[src/rtl/mopshub_seq_pkg.sv]
// ------------------------------------------------------------------
// mopshub_seq_pkg: shared state encoding and mode bit indices. Rev 1.0
// ------------------------------------------------------------------
`default_nettype none

package mopshub_seq_pkg;

  typedef enum logic [3:0] {
    ST_IDLE    = 4'd0,
    ST_TRIM    = 4'd1,
    ST_SIGNON  = 4'd2,
    ST_SELECT  = 4'd3,
    ST_RX      = 4'd4,
    ST_ENDWAIT = 4'd5,
    ST_GAP     = 4'd6,
    ST_TX      = 4'd7,
    ST_ADV     = 4'd8,
    ST_NEXT    = 4'd9,
    ST_DONE    = 4'd10
  } state_t;

  localparam int MODE_TRIM   = 0;
  localparam int MODE_RX     = 1;
  localparam int MODE_TX     = 2;
  localparam int MODE_CUSTOM = 3;

  function automatic int max3(input int a, input int b, input int c);
    int m;
    m = (a > b) ? a : b;
    return (m > c) ? m : c;
  endfunction

endpackage

`default_nettype wire

[src/rtl/mopshub_test_sequencer_if.sv]
// ------------------------------------------------------------------
// mopshub_test_sequencer_if: generator handshakes and core controls. Rev 1.0
// ------------------------------------------------------------------
`default_nettype none

interface mopshub_test_sequencer_if #(
  parameter int N_BUSES = 16,
  parameter int CNT_W   = 8
);
  localparam int SEL_W = (N_BUSES > 1) ? $clog2(N_BUSES) : 1;

  logic               start;
  logic               abort;
  logic [3:0]         mode;
  logic [N_BUSES-1:0] bus_mask;
  logic               end_power_init;
  logic               sign_on;
  logic               rx_end;
  logic               tx_end;
  logic               custom_end;
  logic               osc_trim_en;
  logic               test_rx;
  logic               test_tx;
  logic               test_advanced;
  logic               endwait_all;
  logic [SEL_W-1:0]   bus_sel;
  logic               busy;
  logic               done;
  logic [CNT_W-1:0]   pass_cnt;
  logic [CNT_W-1:0]   fail_cnt;
  logic               err_timeout;

  modport slave (
    input  start, abort, mode, bus_mask, end_power_init, sign_on,
           rx_end, tx_end, custom_end,
    output osc_trim_en, test_rx, test_tx, test_advanced, endwait_all,
           bus_sel, busy, done, pass_cnt, fail_cnt, err_timeout
  );

  modport master (
    output start, abort, mode, bus_mask, end_power_init, sign_on,
           rx_end, tx_end, custom_end,
    input  osc_trim_en, test_rx, test_tx, test_advanced, endwait_all,
           bus_sel, busy, done, pass_cnt, fail_cnt, err_timeout
  );
endinterface

`default_nettype wire

[src/rtl/mopshub_seq_timer.sv]
// ------------------------------------------------------------------
// mopshub_seq_timer: loadable down-counter, expired while count is zero. Rev 1.0
// ------------------------------------------------------------------
`default_nettype none

module mopshub_seq_timer #(
  parameter int WIDTH = 16
) (
  input  wire logic             clk,
  input  wire logic             rst,
  input  wire logic             load,
  input  wire logic [WIDTH-1:0] load_val,
  output logic                  expired
);

  logic [WIDTH-1:0] cnt_q, cnt_d;

  always_comb begin
    cnt_d = cnt_q;
    if (load) begin
      cnt_d = load_val;
    end else if (cnt_q != '0) begin
      cnt_d = cnt_q - 1'b1;
    end
  end

  always_ff @(posedge clk or posedge rst) begin
    if (rst) begin
      cnt_q <= '0;
    end else begin
      cnt_q <= cnt_d;
    end
  end

  assign expired = (cnt_q == '0);

endmodule

`default_nettype wire

[src/rtl/mopshub_test_sequencer.sv]
// ------------------------------------------------------------------
// mopshub_test_sequencer: trim, sign-on and per-bus RX/TX/custom test flow. Rev 1.0
// ------------------------------------------------------------------
`default_nettype none

module mopshub_test_sequencer
  import mopshub_seq_pkg::*;
#(
  parameter int N_BUSES        = 16,
  parameter int GAP_CYCLES     = 120,
  parameter int ENDWAIT_CYCLES = 1,
  parameter int TIMEOUT_CYCLES = 65535,
  parameter int CNT_W          = 8
) (
  input  wire logic               clk,
  input  wire logic               rst,
  mopshub_test_sequencer_if.slave seq
);

  localparam int SEL_W = (N_BUSES > 1) ? $clog2(N_BUSES) : 1;
  localparam int TMR_MAX = max3(GAP_CYCLES, ENDWAIT_CYCLES, TIMEOUT_CYCLES);
  localparam int TMR_W = (TMR_MAX > 1) ? $clog2(TMR_MAX + 1) : 1;
  localparam logic [SEL_W-1:0] LAST_BUS = SEL_W'(N_BUSES - 1);
  localparam logic [CNT_W-1:0] CNT_MAX = '1;

  state_t             state_q, state_d;
  logic [3:1]         mode_q, mode_d;
  logic [N_BUSES-1:0] mask_q, mask_d;
  logic [SEL_W-1:0]   sel_q, sel_d;
  logic [CNT_W-1:0]   pass_q, pass_d;
  logic [CNT_W-1:0]   fail_q, fail_d;
  logic               err_q, err_d;
  logic               ran_q, ran_d;
  logic               osc_q, rx_q, tx_q, adv_q, ew_q, busy_q, done_q;
  logic               osc_d, rx_d, tx_d, adv_d, ew_d, busy_d, done_d;

  logic               tmr_load;
  logic [TMR_W-1:0]   tmr_val;
  logic               tmr_exp;

  mopshub_seq_timer #(.WIDTH(TMR_W)) u_timer (
    .clk      (clk),
    .rst      (rst),
    .load     (tmr_load),
    .load_val (tmr_val),
    .expired  (tmr_exp)
  );

  // Every state entry restarts the shared timer with that state's budget.
  assign tmr_load = (state_d != state_q);

  always_comb begin
    tmr_val = '0;
    case (state_d)
      ST_ENDWAIT: tmr_val = TMR_W'(ENDWAIT_CYCLES - 1);
      ST_GAP:     tmr_val = TMR_W'(GAP_CYCLES - 1);
      ST_TRIM, ST_SIGNON, ST_RX, ST_TX, ST_ADV:
                  tmr_val = TMR_W'(TIMEOUT_CYCLES - 1);
      default:    tmr_val = '0;
    endcase
  end

  always_comb begin
    state_d = state_q;
    mode_d  = mode_q;
    mask_d  = mask_q;
    sel_d   = sel_q;
    pass_d  = pass_q;
    fail_d  = fail_q;
    err_d   = err_q;
    ran_d   = ran_q;

    if (seq.abort) begin
      state_d = ST_IDLE;
    end else begin
      case (state_q)
        ST_IDLE: begin
          if (seq.start) begin
            mode_d  = seq.mode[3:1];
            mask_d  = seq.bus_mask;
            sel_d   = '0;
            pass_d  = '0;
            fail_d  = '0;
            err_d   = 1'b0;
            state_d = seq.mode[MODE_TRIM] ? ST_TRIM : ST_SIGNON;
          end
        end
        ST_TRIM: begin
          if (seq.end_power_init) begin
            state_d = ST_SIGNON;
          end else if (tmr_exp) begin
            err_d   = 1'b1;
            state_d = ST_DONE;
          end
        end
        ST_SIGNON: begin
          if (seq.sign_on) begin
            state_d = ST_SELECT;
          end else if (tmr_exp) begin
            err_d   = 1'b1;
            state_d = ST_DONE;
          end
        end
        ST_SELECT: begin
          // ran flags a bus that must earn its pass in NEXT; a bus with no
          // phases enabled goes straight there and is credited.
          ran_d = mask_q[sel_q];
          if (!mask_q[sel_q])           state_d = ST_NEXT;
          else if (mode_q[MODE_RX])     state_d = ST_RX;
          else if (mode_q[MODE_TX])     state_d = ST_TX;
          else if (mode_q[MODE_CUSTOM]) state_d = ST_ADV;
          else                          state_d = ST_NEXT;
        end
        ST_RX, ST_TX, ST_ADV: begin
          if ((state_q == ST_RX && seq.rx_end) ||
              (state_q == ST_TX && seq.tx_end) ||
              (state_q == ST_ADV && seq.custom_end)) begin
            if (state_q == ST_RX)                        state_d = ST_ENDWAIT;
            else if (state_q == ST_TX && mode_q[MODE_CUSTOM]) state_d = ST_ADV;
            else                                         state_d = ST_NEXT;
          end else if (tmr_exp) begin
            err_d   = 1'b1;
            ran_d   = 1'b0;
            fail_d  = (fail_q == CNT_MAX) ? fail_q : fail_q + 1'b1;
            state_d = ST_NEXT;
          end
        end
        ST_ENDWAIT: begin
          if (tmr_exp) state_d = ST_GAP;
        end
        ST_GAP: begin
          if (tmr_exp) begin
            if (mode_q[MODE_TX])          state_d = ST_TX;
            else if (mode_q[MODE_CUSTOM]) state_d = ST_ADV;
            else                          state_d = ST_NEXT;
          end
        end
        ST_NEXT: begin
          if (ran_q && pass_q != CNT_MAX) pass_d = pass_q + 1'b1;
          if (sel_q == LAST_BUS) begin
            state_d = ST_DONE;
          end else begin
            sel_d   = sel_q + 1'b1;
            state_d = ST_SELECT;
          end
        end
        ST_DONE: state_d = ST_IDLE;
        default: state_d = ST_IDLE;
      endcase
    end

    osc_d  = (state_d == ST_TRIM);
    rx_d   = (state_d == ST_RX);
    tx_d   = (state_d == ST_TX);
    adv_d  = (state_d == ST_ADV);
    ew_d   = (state_d == ST_ENDWAIT);
    busy_d = (state_d != ST_IDLE);
    done_d = (state_d == ST_DONE);
  end

  always_ff @(posedge clk or posedge rst) begin
    if (rst) begin
      state_q <= ST_IDLE;
      mode_q  <= '0;
      mask_q  <= '0;
      sel_q   <= '0;
      pass_q  <= '0;
      fail_q  <= '0;
      err_q   <= 1'b0;
      ran_q   <= 1'b0;
      osc_q   <= 1'b0;
      rx_q    <= 1'b0;
      tx_q    <= 1'b0;
      adv_q   <= 1'b0;
      ew_q    <= 1'b0;
      busy_q  <= 1'b0;
      done_q  <= 1'b0;
    end else begin
      state_q <= state_d;
      mode_q  <= mode_d;
      mask_q  <= mask_d;
      sel_q   <= sel_d;
      pass_q  <= pass_d;
      fail_q  <= fail_d;
      err_q   <= err_d;
      ran_q   <= ran_d;
      osc_q   <= osc_d;
      rx_q    <= rx_d;
      tx_q    <= tx_d;
      adv_q   <= adv_d;
      ew_q    <= ew_d;
      busy_q  <= busy_d;
      done_q  <= done_d;
    end
  end

  assign seq.osc_trim_en   = osc_q;
  assign seq.test_rx       = rx_q;
  assign seq.test_tx       = tx_q;
  assign seq.test_advanced = adv_q;
  assign seq.endwait_all   = ew_q;
  assign seq.bus_sel       = sel_q;
  assign seq.busy          = busy_q;
  assign seq.done          = done_q;
  assign seq.pass_cnt      = pass_q;
  assign seq.fail_cnt      = fail_q;
  assign seq.err_timeout   = err_q;

endmodule

`default_nettype wire

[src/flat_wrapper.sv]
// flat-port wrapper written by rule: the top's interface ports become plain ports
module mopshub_test_sequencer_flat import mopshub_seq_pkg::*;
#(
  parameter int N_BUSES        = 16,
  parameter int GAP_CYCLES     = 120,
  parameter int ENDWAIT_CYCLES = 1,
  parameter int TIMEOUT_CYCLES = 65535,
  parameter int CNT_W          = 8
)
  (clk, rst, seq_start, seq_abort, seq_mode, seq_bus_mask, seq_end_power_init, seq_sign_on, seq_rx_end, seq_tx_end, seq_custom_end, seq_osc_trim_en, seq_test_rx, seq_test_tx, seq_test_advanced, seq_endwait_all, seq_bus_sel, seq_busy, seq_done, seq_pass_cnt, seq_fail_cnt, seq_err_timeout);
  mopshub_test_sequencer_if #(.N_BUSES(N_BUSES), .CNT_W(CNT_W)) seq_i ();
  input  wire logic clk;
  input  wire logic rst;
  input wire logic [$bits(seq_i.start)-1:0] seq_start;
  input wire logic [$bits(seq_i.abort)-1:0] seq_abort;
  input wire logic [$bits(seq_i.mode)-1:0] seq_mode;
  input wire logic [$bits(seq_i.bus_mask)-1:0] seq_bus_mask;
  input wire logic [$bits(seq_i.end_power_init)-1:0] seq_end_power_init;
  input wire logic [$bits(seq_i.sign_on)-1:0] seq_sign_on;
  input wire logic [$bits(seq_i.rx_end)-1:0] seq_rx_end;
  input wire logic [$bits(seq_i.tx_end)-1:0] seq_tx_end;
  input wire logic [$bits(seq_i.custom_end)-1:0] seq_custom_end;
  output wire logic [$bits(seq_i.osc_trim_en)-1:0] seq_osc_trim_en;
  output wire logic [$bits(seq_i.test_rx)-1:0] seq_test_rx;
  output wire logic [$bits(seq_i.test_tx)-1:0] seq_test_tx;
  output wire logic [$bits(seq_i.test_advanced)-1:0] seq_test_advanced;
  output wire logic [$bits(seq_i.endwait_all)-1:0] seq_endwait_all;
  output wire logic [$bits(seq_i.bus_sel)-1:0] seq_bus_sel;
  output wire logic [$bits(seq_i.busy)-1:0] seq_busy;
  output wire logic [$bits(seq_i.done)-1:0] seq_done;
  output wire logic [$bits(seq_i.pass_cnt)-1:0] seq_pass_cnt;
  output wire logic [$bits(seq_i.fail_cnt)-1:0] seq_fail_cnt;
  output wire logic [$bits(seq_i.err_timeout)-1:0] seq_err_timeout;
  assign seq_i.start = seq_start;
  assign seq_i.abort = seq_abort;
  assign seq_i.mode = seq_mode;
  assign seq_i.bus_mask = seq_bus_mask;
  assign seq_i.end_power_init = seq_end_power_init;
  assign seq_i.sign_on = seq_sign_on;
  assign seq_i.rx_end = seq_rx_end;
  assign seq_i.tx_end = seq_tx_end;
  assign seq_i.custom_end = seq_custom_end;
  assign seq_osc_trim_en = seq_i.osc_trim_en;
  assign seq_test_rx = seq_i.test_rx;
  assign seq_test_tx = seq_i.test_tx;
  assign seq_test_advanced = seq_i.test_advanced;
  assign seq_endwait_all = seq_i.endwait_all;
  assign seq_bus_sel = seq_i.bus_sel;
  assign seq_busy = seq_i.busy;
  assign seq_done = seq_i.done;
  assign seq_pass_cnt = seq_i.pass_cnt;
  assign seq_fail_cnt = seq_i.fail_cnt;
  assign seq_err_timeout = seq_i.err_timeout;
  mopshub_test_sequencer #(.N_BUSES(N_BUSES), .GAP_CYCLES(GAP_CYCLES), .ENDWAIT_CYCLES(ENDWAIT_CYCLES), .TIMEOUT_CYCLES(TIMEOUT_CYCLES), .CNT_W(CNT_W)) u_core (.clk(clk), .rst(rst), .seq(seq_i));
endmodule
[config.mk]
export PLATFORM = sky130hd
export DESIGN_NAME = mopshub_test_sequencer_flat
export DESIGN_NICKNAME = d
export VERILOG_FILES = /design/src/rtl/mopshub_seq_pkg.sv /design/src/rtl/mopshub_test_sequencer_if.sv /design/src/rtl/mopshub_seq_timer.sv /design/src/rtl/mopshub_test_sequencer.sv /design/src/flat_wrapper.sv
export SDC_FILE = /design/constraint.sdc
export NUM_CORES = 1
export LEC_CHECK = 0
export ABC_AREA = 0
export CAP_MARGIN = 20
export CELL_PAD_IN_SITES_DETAIL_PLACEMENT = 2
export CELL_PAD_IN_SITES_GLOBAL_PLACEMENT = 2
export CORE_ASPECT_RATIO = 0.9
export CORE_MARGIN = 2
export CORE_UTILIZATION = 34
export DETAILED_ROUTE_END_ITERATION = 12
export HOLD_SLACK_MARGIN = 0.05
export PLACE_DENSITY_LB_ADDON = 0.1
export SLEW_MARGIN = 20
export SYNTH_ARGS = -nofsm -noshare
export SYNTH_HDL_FRONTEND = slang
export SYNTH_SLANG_ARGS = --single-unit
[constraint.sdc]
create_clock -name clk -period 3.85 [get_ports clk]
set_input_delay 0.385 -clock clk [delete_from_list [all_inputs] [get_ports clk]]
set_output_delay 0.385 -clock clk [all_outputs]
set_load 0.05 [all_outputs]
; Yosys cells after proc, flatten, opt, wreduce, memory -nomap -nowiden
; Cells that the tools add are included.
[word_totals]
reg_bits = 68
in_bits = 29
out_inout_bits = 28
elab_cells = 117
[op_classes]
add_sub_neg = 4
n_lt_le_gt_ge = 1
n_eq_ne = 29
mux = 42
bitwise_logic = 1
n_reduce_logical = 24
[op_table]
columns = op, count
row1 = 4-bit 2-to-1 mux, 16
row2 = 8-bit 2-to-1 mux, 5
row3 = "4-bit by 3-bit equality test with 1-bit output, second input constant", 8
row4 = 16-bit 2-to-1 mux, 2
row5 = 16-bit case mux with 2 select lines, 1
row6 = 4-bit case mux with 8 select lines, 1
row7 = 8-bit case mux with 2 select lines, 2
row8 = "4-bit equality test, second input constant", 5
row9 = "8-bit by 1-bit adder with 8-bit output, second input constant", 2
row10 = 16-bit zero test, 1
row11 = 16-bit nonzero test, 1
row12 = "16-bit by 1-bit subtractor with 16-bit output, second input constant", 1
row13 = "4-bit by 2-bit equality test with 1-bit output, second input constant", 3
row14 = "2-bit != test, second input constant", 6
row15 = 4-bit AND reduction, 3
row16 = 6-bit AND reduction, 2
row17 = 1-bit 2-to-1 mux, 10
row18 = "4-bit by 1-bit equality test with 1-bit output, second input constant", 2
row19 = "8-bit equality test, second input constant", 1
row20 = "8-bit != test, second input constant", 1
row21 = 4-bit case mux with 2 select lines, 1
row22 = 2-bit nonzero test, 4
row23 = 4-bit nonzero test, 2
row24 = 1-bit logical AND, 5
row25 = 14 further kinds, 16

; Longest topological paths before layout
; Gate-level depths: netlist of the first run.
[logic_depth]
word_depth = 11
depth_mapped = 13
ltp_nobuf = 11

; Modules after synthesis
; Synthesis of the first run repeated with hierarchy kept, for this count alone.
[hier_totals]
hier_cells = 430
area_unflattened_um2 = 4164.0
[modules_own_cells]
columns = module, n_inst, cells_per_inst, area_per_inst_um2, seq_area_each_um2
row1 = mopshub_test_sequencer, 1, 328, 3170.5, 1301.2
row2 = mopshub_seq_timer, 1, 102, 993.5, 400.4

; Worst setup path before layout of the first run
; Ideal clock, no wire load.
[synth_timing]
path_type = flip-flop to flip-flop
from = reg u_core.sel_q[0], in the netlist u_core.seq.bus_sel[0]
to = reg u_core.u_timer.cnt_q[10]
setup_ps = 76
arrival_time_ps = 3226
required_time_ps = 3774
path_slack_ps = 548
path_stages_with_launch = 11
path_buffers = 2
period_less_slack_ps = 3302
path_cell_list = dfrtp_1 buf_2 mux4_2 o211ai_1 a2111oi_0 o31ai_4 xnor2_1 nor4_4 buf_4 nand2_4 o21ai_1
[synth_via]
elab_chain_len = 9
elab_cells_between_ends = 18
cone_classes = eq/ne (8) / mux (8) / reduce/logical (2)
[synth_rtl]
columns = element, line
row1 = from (decl), mopshub_test_sequencer.sv:29  ; logic [SEL_W-1:0] sel_q, sel_d;
row2 = from (signal assigned), mopshub_test_sequencer.sv:182  ; sel_q <= sel_d;
row3 = 1-bit binary-select mux with 4-bit select, mopshub_test_sequencer.sv:108  ; if (!mask_q[sel_q]) state_d = ST_NEXT;
row4 = 1-bit 2-to-1 mux (implied by the code), mopshub_test_sequencer.sv:108
row5 = 4-bit 2-to-1 mux, mopshub_test_sequencer.sv:108
row6 = 4-bit case mux with 8 select lines (*), mopshub_test_sequencer.sv:76  ; case (state_q)
row7 = 4-bit 2-to-1 mux (*), mopshub_test_sequencer.sv:73  ; if (seq.abort) begin
row8 = 4-bit by 2-bit equality test with 1-bit output (tied with other cells), mopshub_test_sequencer.sv:54  ; case (state_d)
row9 = 5-bit OR reduction, mopshub_test_sequencer.sv:54
row10 = 16-bit case mux with 2 select lines, mopshub_test_sequencer.sv:54
row11 = 16-bit 2-to-1 mux, mopshub_seq_timer.sv:20  ; if (load) begin
row12 = to (signal assigned), mopshub_seq_timer.sv:31  ; cnt_q <= cnt_d;
row13 = to (decl), mopshub_seq_timer.sv:16  ; logic [WIDTH-1:0] cnt_q, cnt_d;
; Every way passes the cells marked *; elsewhere a longest branch is shown, timed or not. The select of a mux whose other input is x is not followed.
; A chain may end at the register's enable or synchronous reset.

; Worst setup path after layout of the first run
[layout_timing]
from = reg u_core.u_timer.cnt_q[0]
to = reg u_core.u_timer.cnt_q[1]
[layout_via]
elab_chain_len = 9
elab_cells_between_ends = 24
cone_classes = add/sub (1) / eq/ne (7) / mux (12) / reduce/logical (4)
[layout_rtl]
columns = element, line
row1 = 16-bit zero test, mopshub_seq_timer.sv:35  ; assign expired = (cnt_q == '0);
row2 = 4-bit 2-to-1 mux (on tied branches), "mopshub_test_sequencer.sv:121, mopshub_test_sequencer.sv:91, mopshub_test_sequencer.sv:99"
row3 = 4-bit 2-to-1 mux (on tied branches), "mopshub_test_sequencer.sv:115, mopshub_test_sequencer.sv:89, mopshub_test_sequencer.sv:97"
row4 = 4-bit case mux with 8 select lines, mopshub_test_sequencer.sv:76
row5 = 4-bit 2-to-1 mux, mopshub_test_sequencer.sv:73
row6 = 4-bit by 2-bit equality test with 1-bit output (tied with other cells), mopshub_test_sequencer.sv:54
row7 = 5-bit OR reduction, mopshub_test_sequencer.sv:54
row8 = 16-bit case mux with 2 select lines, mopshub_test_sequencer.sv:54
row9 = 16-bit 2-to-1 mux, mopshub_seq_timer.sv:20
; Parallel ways exist; a longest one is shown, timed or not. The select of a mux whose other input is x is not followed.

==> results of run 1 <==
## sequential cells by signal, summed over array words and instances, names as in the netlist
register and cells:
u_core.mask_q 16, u_core.mode_q 3, u_core.ran_q 1, u_core.seq.bus_sel 4, u_core.seq.busy 1, u_core.seq.done 1, u_core.seq.endwait_all 1, u_core.seq.err_timeout 1
u_core.seq.fail_cnt 8, u_core.seq.osc_trim_en 1, u_core.seq.pass_cnt 8, u_core.seq.test_advanced 1, u_core.seq.test_rx 1, u_core.seq.test_tx 1, u_core.state_q 4, u_core.u_timer.cnt_q 16
## metal layers
layer,GRT usage (%),vias to the layer above
met2,33.4,62
met3,5.68,9
met4,5.10,0
li1,-,1551
met5,0,-
met1,30.5,1688
## synthesized netlist by cell type (all sizes together), types with 2 or more instances
| library cell | number | area share, % |
|---|---|---|
| xor2 | 11 | 2.5 |
| nor2b | 8 | 1.3 |
| o31ai | 2 | 0.75 |
| dfrtp | 68 | 44 |
| xnor2 | 11 | 2.5 |
| nand2 | 27 | 2.8 |
| o211ai | 5 | 0.98 |
| inv | 12 | 1.2 |
| a311o | 2 | 0.52 |
| mux2i | 10 | 2.6 |
| or2 | 4 | 0.65 |
| and2 | 2 | 0.33 |
| nand4 | 7 | 1.1 |
| or4b | 2 | 0.62 |
| nand4b | 2 | 0.46 |
| mux4 | 2 | 1.2 |
| a31oi | 7 | 1.1 |
| clkbuf | 12 | 1.2 |
| and3 | 2 | 0.33 |
| a21o | 2 | 0.39 |
| a211oi | 2 | 0.39 |
| mux2 | 20 | 5.9 |
| or3 | 3 | 0.49 |
| a22oi | 2 | 0.39 |
| o21ai | 30 | 3.9 |
| nand2b | 5 | 0.82 |
| ha | 4 | 1.3 |
| a32o | 2 | 0.52 |
| a21boi | 3 | 0.59 |
| nand3 | 19 | 2.8 |
| a21oi | 19 | 2.5 |
| nor4 | 6 | 1.7 |
| nor2 | 38 | 4.1 |
| buf | 2 | 0.33 |
| o22ai | 3 | 0.49 |
| nor3 | 11 | 1.4 |
| o21a | 2 | 0.39 |
## final cells by class
class,instances,share of cell area [%]
flip-flops and latches,68,34.6
repair buffers,71,13.7
multi-input cells,294,41.3
well taps,152,3.86
inverters,12,0.915
clock inverters,5,0.762
clock buffers,11,4.93
## worst max path at each step
| stage | from | end | slack [ps] | cells after the start |
|---|---|---|---|---|
| 2_1_floorplan | u_core.seq.bus_sel[0] | u_core.u_timer.cnt_q[10] | 550 | 10 |
| 3_3_place_gp | u_core.seq.bus_sel[0] | u_core.u_timer.cnt_q[2] | 510 | 9 |
| 3_5_place_dp | u_core.seq.bus_sel[0] | u_core.u_timer.cnt_q[1] | 340 | 9 |
| 4_1_cts | u_core.u_timer.cnt_q[0] | u_core.u_timer.cnt_q[10] | 290 | 12 |
| 5_1_grt | u_core.seq.bus_sel[0] | u_core.u_timer.cnt_q[1] | -20 | 9 |
| 6_report | u_core.u_timer.cnt_q[0] | u_core.u_timer.cnt_q[1] | 300 | 11 |
## critical path: stages, from the launching register on
cell and delay, ps:
dfrtp_1 390, inv_1 90, ha_1 260, or4b_4 520, nor2_4 190, nand3_4 160, mux2_2 360, o31ai_4 460
xnor2_1 220, nor4_4 90, nor4_2 560, a21oi_1 90
## per-stage QoR
stage | worst slack (ps) | hold WS (ps) | instances | setup TNS, ps
final | 303 | 437 | 613 | 0
after global routing | -19.3 | 514 | 613 | -26.4
after CTS | 294 | 462 | 613 | 0
after detailed placement | 337 | 489 | 597 | 0
after global placement | 507 | 488 | 597 | 0
after floorplan | 548 | 466 | 388 | 0
## cell usage in the layout, fill, tap and decap left out, types with 8 or more instances in the layout
cell	count
a21oi_1	19
buf_4	15
clkbuf_16	9
clkdlybuf4s50_1	56
dfrtp_1	68
inv_1	11
mux2_2	20
mux2i_1	10
nand2_1	26
nand3_1	18
nor2_1	36
nor2b_1	8
nor3_1	10
o21ai_0	22
o21ai_1	8
xnor2_1	11
xor2_1	11
## power breakdown
| group | internal, mW | total (mW) | switching [mW] |
|---|---|---|---|
| clock | 0.454 | 0.781 | 0.327 |
| sequential | 0.903 | 1.09 | 0.189 |
| combinational | 0.417 | 0.933 | 0.516 |
## cells by family after synthesis
family	count (synthesis)	share of synthesized area, %
mux	32	9.66
buf+inv	26	2.68
flops	68	44.4
simple gates	144	20.9
fa+ha+maj	4	1.31
xor+xnor	22	5.03
compound gates	92	16.0
==> impl_results.md, run 1 <==
* H-Tree Depth at 3
* Initial core utilization at 35.2%
* Core footprint at 10900 um2
* Critical path class: reg2reg
* Status: finished clean
* Vias at ~3300
* Placer Congestion at 0.824
* Crit share post-route at 92.1%
* Async set or reset register ratio after synthesis at between 90% and 100%
* GRT Residual Overflow at 0
* Worst-margin pin slew at ~690 ps
* Crit path DAT at about 3800 ps
* # Post-CTS Setup Buffers at 0
* Setup Skew at roughly 6.0 ps
* ANT nets after route at 0
* Top sig layer: met4
* Maxcap violations at 0
* Nature of the critical path startpoint: flop
* Post-CTS Resized at 0
* Commonest register cell after synthesis: dfrtp_1
* Routed len/inst at 19.2 um
* Max clock buf depth at 2
* Pleak at 1.98 nW
* CP endpoint kind: flop
* # port buffers at 56
* Pwr Total at around 2.8 mW
* Clock root cell: clkbuf_16
* Top Ports at 57
* Class of the worst hold path: in2async
* CTS tree: yes
* Max-slew violation count at 0
* FILL cells at between 1000 and 1500
* Pin count of the biggest net entering global routing at 40
* Vias in the first global route at 3687
* Sequential share of the synthesized area at between 40 and 50%
* Post-Syn Area at 3830 um2
* Tot GR Track Use at 21.7%
* Layout cell share with drive strength beyond 1 at 15.4%
* Die width at 116 um
* IR drop worst, VDD at approximately 400 uV
* FF+latch count, synth at 68
* Synth Instances at 388
* Crit path max fanout at 10
* Hold Vio Cnt, Final at 0
* Wire length on met3 at 445 um
* Avg Cell Area, Syn at 9.88 um2
* Sequential Area at 1700 um2
* Initial antenna violation count at 0
* Post-route DRC at 0
* Post-Layout Inst Area at 4920 um2
* Placed cell areas at 4640 um2
* Drt initial violations at 147
* FF-to-FF setup slack at 300 ps
* Total CTS buffers at 9
* Reg-to-Reg End: u_core.u_timer.cnt_q[1]
* Power per cell area at between 500 and 600 nW/um2
* Clock Latency Late Sink at ~350 ps
* Post-Route WL at 11800 um
* Max-slew headroom at 53.2%
* Multi-input logic area at 2030 um2
* Initial DRT Pass Iterations at 4
* Hold buffer count at CTS at 0
* WL met1 at 5620 um
* Clock-pin slew on the worst setup and hold paths at approximately 50 ps
* Routed wl met2 at 5530 um
* Final Util at 45.2%
* Number of diodes at 0
* Final #Nets at 489
* EDFF count, synth at 0
* Die area at 12100 um2
* RSZ-0062 raised after global routing: yes
* Post-synth cell types at 65
* Clk sinks at 68
* Crit path required time at 4060 ps
* # rows at 36
* R2R depth at 11
* HPWL Detailed at 8790 um
* Max Clk Rate at 0.282 GHz
* First-pass GRT wire length at 20300 um
* Area Growth Syn to Fin at 28.5%
* Fin crit period at around 3500 ps
* Die Height at 105 um
* Syn. warnings at 0
* Reg2reg start: u_core.u_timer.cnt_q[0]
* Vias per cell at 5.40
* Post-Syn Nets at 421
* Final setup vio count at 0
No activity file was read; power rests on OpenSTA's default activity.
==> run 2, diff against run 1 <==
CORE_UTILIZATION = 35   (was 34)
SLEW_MARGIN = not set   (was 20)
SYNTH_HIERARCHICAL = 1   (was not set)
==> run 2 against run 1 <==
  * Non-clock buffer count increased by 15
  * Combinational power increased by 96%
  * Clock power increased by 19%
  * Clock skew increased by 4.3 ps
==> impl_results.md, run 2 <==
* Net Sw Frac at 40.7% (+3.9 points)
* Slowest-stage cell, CP: or4_1
* H-Tree Depth at 3 (unchanged)
* Pwr Total at 3.91 mW (+39%)
* Regs by FF count: u_core/mask_q: 16 flops, u_core/u_timer/cnt_q: 16 flops
* R2R depth at 12 (+1)
* Clk sinks at 68 (unchanged)
* Placer Congestion at 0.823 (about the same)
* Post-route DRC at 0 (unchanged)
* CP endpoint kind: flop
* # rows at 37 (+2.8%)
* Hold Vio Cnt, Final at 0 (unchanged)
* Post-Syn Area at 4160 um2 (+8.7%)
* Class of the worst hold path: in2async
* Top Ports at 57 (unchanged)
* Comb power frac at 46.9% (+14 points)
* Drt initial violations at 196 (+33%)
* Hold buffer count at CTS at 0 (unchanged)
* Synth Instances at 430 (+11%)
* Pleak at 2.18 nW (+10%)
* Clock Power Share at 23.7% (-4.1 points)
* Die Height at 107 um (+2.6%)
* Reg2reg start: u_core/u_timer/cnt_q[12]
* Max clock buf depth at 2 (unchanged)
* Crit share post-route at 98.0% (+5.8 points)
* Commonest non-fill, non-tap cells in the layout: 68 x dfrtp_1, 56 x clkdlybuf4s50_1, 37 x nor2_1, 37 x nand2_1, 28 x buf_4
* Pin count of the biggest net entering global routing at 38 (-5.0%)
* Die width at 119 um (+2.6%)
* Die area at 12800 um2 (+5.3%)
* Vias at 3680 (+11%)
* GRT Residual Overflow at 0 (unchanged)
* Worst-margin pin slew at 838 ps (+143 ps)
* Core footprint at 11500 um2 (+5.8%)
* Post-Place Worst Slack at -1.40 ps (-339 ps)
* Synth area leaders: dfrtp_1 41%, mux2_2 5.4%, xnor2_1 3.8%, nand2_1 3.3%, nor2_1 3.3%
* Nature of the critical path startpoint: flop
* Critical path class: reg2reg
* Max-slew headroom at 44.1% (-9.2 points)
* Area leader, netlist: dfrtp_1
* Seq pwr share at 29.4% (-9.5 points)
* Final Util at 46.9% (+1.8 points)
* Total CTS buffers at 9 (unchanged)
* Initial DRT Pass Iterations at 4 (unchanged)
* Post-Route WL at 13700 um (+16%)
* Area Growth Syn to Fin at 29.9%
* Area share of xor/xnor cells in the synthesized design at 6.22% (+1.2 points)
* First-pass GRT wire length at 21200 um (+4.9%)
* Adder-cell area share of the yosys netlist at 1.20% (-0.10 points)
* Crit path max fanout at 10 (unchanged)
* Delay of the slowest cell on the worst path at 580 ps (+20 ps)
* Tot GR Track Use at 21.3% (-0.42 points)
* Sequential share of the synthesized area at 40.9% (-3.5 points)
* Main combinational cell family by area after synthesis: simple AND/OR/NAND/NOR gates
* Fin crit period at 3770 ps (+224 ps)
* # port buffers at 56 (unchanged)
* CTS tree: yes
* Async set or reset register ratio after synthesis at 100% (unchanged)
* Number of diodes at 0 (unchanged)
* Crit path DAT at 4020 ps (+260 ps)
* Initial core utilization at 36.1% (+0.96 points)
* Yosys top cell area share at 40.9% (-3.5 points)
* Crit path required time at 4100 ps (+40 ps)
* FF+latch count, synth at 68 (unchanged)
* Initial antenna violation count at 0 (unchanged)
* IR drop worst, VDD at 321 uV (-21%)
* Max-slew violation count at 0 (unchanged)
* Commonest register cell after synthesis: dfrtp_1
* Post-Syn Nets at 463 (+10%)
* Syn. warnings at 6 (+6)
* Clock-pin slew on the worst setup and hold paths at 60 ps (about the same)
* Top-count cell post-synth: dfrtp_1
* Final setup vio count at 0 (unchanged)
* Synth Area in Simple Gates at 23.1% (+2.2 points)
* Routed len/inst at 20.5 um (+7.0%)
* CP top delay family: simple AND/OR/NAND/NOR gates
* Vias in the first global route at 3954 (+7.2%)
* Final #Nets at 539 (+10%)
* Post-Layout Inst Area at 5410 um2 (+9.9%)
* Final Worst Setup Slack at 78.6 ps (-224 ps)
* Power per cell area at 723 nW/um2 (+27%)
* ANT nets after route at 0 (unchanged)
* Complex-gate fraction of the synthesized area at 16.2% (+0.20 points)
* HPWL Detailed at 8990 um (+2.3%)
* Multi-input logic area at 2320 um2 (+14%)
* Worst path cell trace: nor3_1 > nand2b_1 > nor2_4 > and3b_1 > o21ai_1 > a32oi_1 > o311ai_4 > or4_1 > a31oi_1 > buf_4 > nor2_1 > a211oi_1
* Post-synth cell types at 76 (+17%)
* Avg Cell Area, Syn at 9.68 um2 (-2.0%)
* Status: finished clean
* Setup Skew at 10.3 ps (+4.32 ps)
* Clock Latency Late Sink at 340 ps (about the same)
* Sequential Area at 1700 um2 (unchanged)
* Reg-to-Reg End: u_core/u_timer/cnt_q[9]
* Max Clk Rate at 0.265 GHz (-5.9%)
* FILL cells at 1167 (-1.6%)
* Mux cell area share after synthesis at 8.08% (-1.6 points)
* Net Switching at 1.59 mW (+54%)
* Vias per cell at 5.52 (+2.2%)
* EDFF count, synth at 0 (unchanged)
* Clock root cell: clkbuf_16
* Most common cell after layout, fill and taps aside: dfrtp_1
* FF-to-FF setup slack at 80 ps (-220 ps)
* Placed cell areas at 4940 um2 (+6.3%)
* Most common library cells after synthesis: 68 x dfrtp_1, 37 x nand2_1, 37 x nor2_1
* CP bufs+invs at 1 (unchanged)
* Internal at 2.32 mW (+31%)
* Maxcap violations at 0 (unchanged)
* Layout cell share with drive strength beyond 1 at 19.0% (+3.6 points)
==> run 2: metrics by stage <==
stage	hold WS, ps	cells	TNS [ps]
floorplan	299	430	0
global placement	483	638	0
detailed placement	493	638	-1.40
CTS	506	656	0
global route	524	667	-853
finish	490	667	0
==> run 2: power groups by stage <==
stage | logic [mW] | registers (mW) | clock network, mW
floorplan | 1.21 | 1.10 | 0
global placement | 1.58 | 1.13 | 0
detailed placement | 1.66 | 1.15 | 0
CTS | 1.73 | 1.14 | 0.955
global route | 2.02 | 1.18 | 0.990
finish | 1.83 | 1.15 | 0.928
==> run 2: cell families after synthesis <==
logic type,after synthesis
AND/OR/NAND/NOR,163
adder cells (fa/ha/maj),4
multiplexers,31
buffers and inverters,38
flip-flops,68
AO/OA/AOI/OAI,98
XOR/XNOR,28
==> run 2: how the worst max path moves through the flow <==
stage	from	to	slack [ps]	cells after the start
5_1_grt	u_core/u_timer/cnt_q[12]	u_core/u_timer/cnt_q[9]	-190	12
6_report	u_core/u_timer/cnt_q[12]	u_core/u_timer/cnt_q[9]	80	12
4_1_cts	u_core/u_timer/cnt_q[0]	u_core/u_timer/cnt_q[6]	40	17
3_5_place_dp	u_core/u_timer/cnt_q[0]	u_core/u_timer/cnt_q[9]	-1	16
2_1_floorplan	u_core/u_timer/cnt_q[0]	u_core/u_timer/cnt_q[13]	180	14
3_3_place_gp	u_core/u_timer/cnt_q[0]	u_core/u_timer/cnt_q[6]	250	15
==> run 2: layer usage <==
metal  GRT usage, %  up-vias  share of wire [%]
li1               -     1706                  -
met3           3.92       11                3.0
met4           5.61        0                1.1
met5              0        -                  0
met2           36.3       56                 50
met1           27.9     1907                 46
==> run 2: worst register-to-register path, stage by stage, from the launching register on <==
cell,delay (ps)
dfrtp_1,440
nor3_1,380
nand2b_1,330
nor2_4,250
and3b_1,220
o21ai_1,120
a32oi_1,350
o311ai_4,240
or4_1,580
a31oi_1,220
buf_4,230
nor2_1,60
a211oi_1,230
==> run 2: what timing repair did <==
action	CTS	global route
pin swaps	0	1
setup endpoints to repair	8	11
setup buffers	2	9
cloned	0	2
resized for setup	3	5
==> run 2: layout make-up <==
class | count | share of cell area, %
multi-input cells | 325 | 43.0
flip-flops and latches | 68 | 31.5
repair buffers | 86 | 14.6
clock buffers | 11 | 4.67
well taps | 156 | 3.61
clock inverters | 5 | 1.55
inverters | 16 | 1.18
==> run 3, diff against run 2 <==
SETUP_SLACK_MARGIN = 0.15   (was not set)
==> run 3 against run 2 <==
  * Sequential share of layout area shrank 0.18 points
  * Critical path depth grew 5
  * Wire length is essentially flat
  * First-iteration DRC count shrank 32%
  * Global-route usage grew 0.092 points
  * Count of clock-buffer cells in the layout is the same
  * Fmax grew 4.3%
  * Critical path type unchanged
  * Largest power group unchanged
==> impl_results.md, run 3 (same netlist as run 2, synthesis figures left out) <==
* CP endpoint kind: flop
* H-Tree Depth at 3 (unchanged)
* Vias per cell at 5.52 (about the same)
* R2R depth at 17 (+5)
* CTS tree: yes
* Routed len/inst at 20.5 um (about the same)
* Vias in the first global route at 3987 (+0.83%)
* Max clock buf depth at 2 (unchanged)
* Worst-margin pin slew at 836 ps (-1.65 ps)
* Max-slew violation count at 0 (unchanged)
* Die Height at 107 um (unchanged)
* Final #Nets at 540 (+0.19%)
* Initial core utilization at 36.1% (unchanged)
* Post-route DRC at 0 (unchanged)
* Clk sinks at 68 (unchanged)
* Regs by FF count: u_core/mask_q: 16 flops, u_core/u_timer/cnt_q: 16 flops
* IR drop worst, VDD at 329 uV (+2.5%)
* Setup Skew at 10.3 ps (+0.00280 ps)
* Tot GR Track Use at 21.4% (+0.092 points)
* Crit path max fanout at 10 (unchanged)
* First-pass GRT wire length at 21300 um (+0.48%)
* Sequential Area at 1700 um2 (unchanged)
* Core footprint at 11500 um2 (unchanged)
* Drt initial violations at 134 (-32%)
* Clock Latency Late Sink at 340 ps (about the same)
* Post-Place Worst Slack at -1.40 ps (unchanged)
* Placed cell areas at 4940 um2 (unchanged)
* Multi-input logic area at 2340 um2 (+0.70%)
* Placer Congestion at 0.823 (unchanged)
* Die area at 12800 um2 (unchanged)
* Post-Route Setup TNS at 0 ps (unchanged)
* Max-slew headroom at 44.2% (+0.11 points)
* ANT nets after route at 0 (unchanged)
* Nature of the critical path startpoint: flop
* Pleak at 2.19 nW (+0.60%)
* Max Clk Rate at 0.277 GHz (+4.3%)
* Post-Layout Inst Area at 5440 um2 (+0.58%)
* # rows at 37 (unchanged)
* Number of diodes at 0 (unchanged)
* Crit path DAT at 3860 ps (-160 ps)
* Hold Vio Cnt, Final at 0 (unchanged)
* Final setup vio count at 0 (unchanged)
* Final Non-Filler Cells at 668 (+0.15%)
* Layout cell share with drive strength beyond 1 at 20.1% (+1.1 points)
* Fin crit period at 3620 ps (-156 ps)
* Commonest non-fill, non-tap cells in the layout: 68 x dfrtp_1, 56 x clkdlybuf4s50_1, 37 x nor2_1, 37 x nand2_1, 30 x buf_4
* Class of the worst hold path: in2async
* # port buffers at 56 (unchanged)
* Initial DRT Pass Iterations at 4 (unchanged)
* Most common cell after layout, fill and taps aside: dfrtp_1
* Power per cell area at 736 nW/um2 (+1.8%)
* Total CTS buffers at 9 (unchanged)
* Pin count of the biggest net entering global routing at 38 (unchanged)
* Final Worst Setup Slack at 235 ps (+156 ps)
* Status: finished clean
* Fin Hold WS at 502 ps (+12.7 ps)
* Initial antenna violation count at 0 (unchanged)
* HPWL Detailed at 8990 um (unchanged)
* Die width at 119 um (unchanged)
* FILL cells at 1175 (+0.69%)
* Top Ports at 57 (unchanged)
* Crit path required time at 4100 ps (about the same)
* Crit share post-route at 93.9% (-4.1 points)
* GRT Residual Overflow at 0 (unchanged)
* Vias at 3689 (+0.24%)
* Clock root cell: clkbuf_16
* Final Util at 47.2% (+0.27 points)
* Critical path class: reg2reg
* DP Cell Count at 638 (unchanged)
* Pwr Total at 4.00 mW (+2.4%)
* Clock-pin slew on the worst setup and hold paths at 60 ps (about the same)
* Area Growth Syn to Fin at 30.6%
* Post-Route WL at 13700 um (about the same)
* Maxcap violations at 0 (unchanged)
* RSZ-0062 raised after global routing: yes
==> run 3: cell types whose count changed in the layout (fill, tap and decap cells not counted) <==
cell,before,now
nor3b_2,1,2
or2_1,1,0
nor2b_2,0,1
or2_4,0,1
a211oi_1,3,2
nor3b_1,5,4
nor2_2,4,3
a32oi_1,4,3
a211oi_2,2,3
buf_4,28,30
a32oi_2,0,1
nor2b_1,11,10
==> run 3: worst max-delay path: stages (launching register included) <==
cell and delay, ps:
dfrtp_1 390, inv_1 110, ha_2 240, nor3b_4 270
nand4b_4 190, nor2_4 200, buf_4 160, o21ai_0 90
o21ai_1 170, a32oi_2 150, o311ai_4 180, nor2_1 160
buf_4 180, or3_1 300, a31oi_1 190, buf_4 230
nor2_1 70, a211oi_2 230
==> run 3: report_power, final <==
part	switching, mW	internal [mW]
sequential	0.224	0.928
combinational	1.08	0.843
clock	0.325	0.603
==> run 3: repair_timing <==
action                                  CTS  global route
resized for setup                         4             9
endpoints found under the setup margin    8            11
pin swaps                                 1             2
cloned                                    0             1
buffers inserted                          5             8
hold buffers                              0             0
==> run 3: final cells by class <==
type | count | area share [%]
Sequential cell | 68 | 31.3
Inverter | 16 | 1.17
Clock buffer | 11 | 4.65
Timing Repair Buffer | 88 | 14.7
Tap cell | 156 | 3.59
Clock inverter | 5 | 1.54
Multi-Input combinational cell | 324 | 43.0
==> run 3: metal layers <==
metal / global-route usage (%) / part of all wire, % / up-vias
met5: 0 / 0 / -
met4: 5.61 / 0.82 / 0
met3: 3.92 / 3.1 / 8
met2: 36.5 / 51 / 57
met1: 28.0 / 45 / 1912
li1: - / - / 1712
==> run 3: path summary, 6_finish.rpt <==
path | from | endpoint | slack, ps
max | u_core/u_timer/cnt_q[0] | u_core/u_timer/cnt_q[9] | 230
min | rst | u_core/u_timer/cnt_q[3] | 500
max reg2reg | u_core/u_timer/cnt_q[0] | u_core/u_timer/cnt_q[9] | 230
min reg2reg | u_core/mask_q[4] | u_core/mask_q[4] | 500
max in group asynchronous | rst | u_core/seq.fail_cnt[6] | 2540
min in group clk | u_core/mask_q[4] | u_core/mask_q[4] | 500
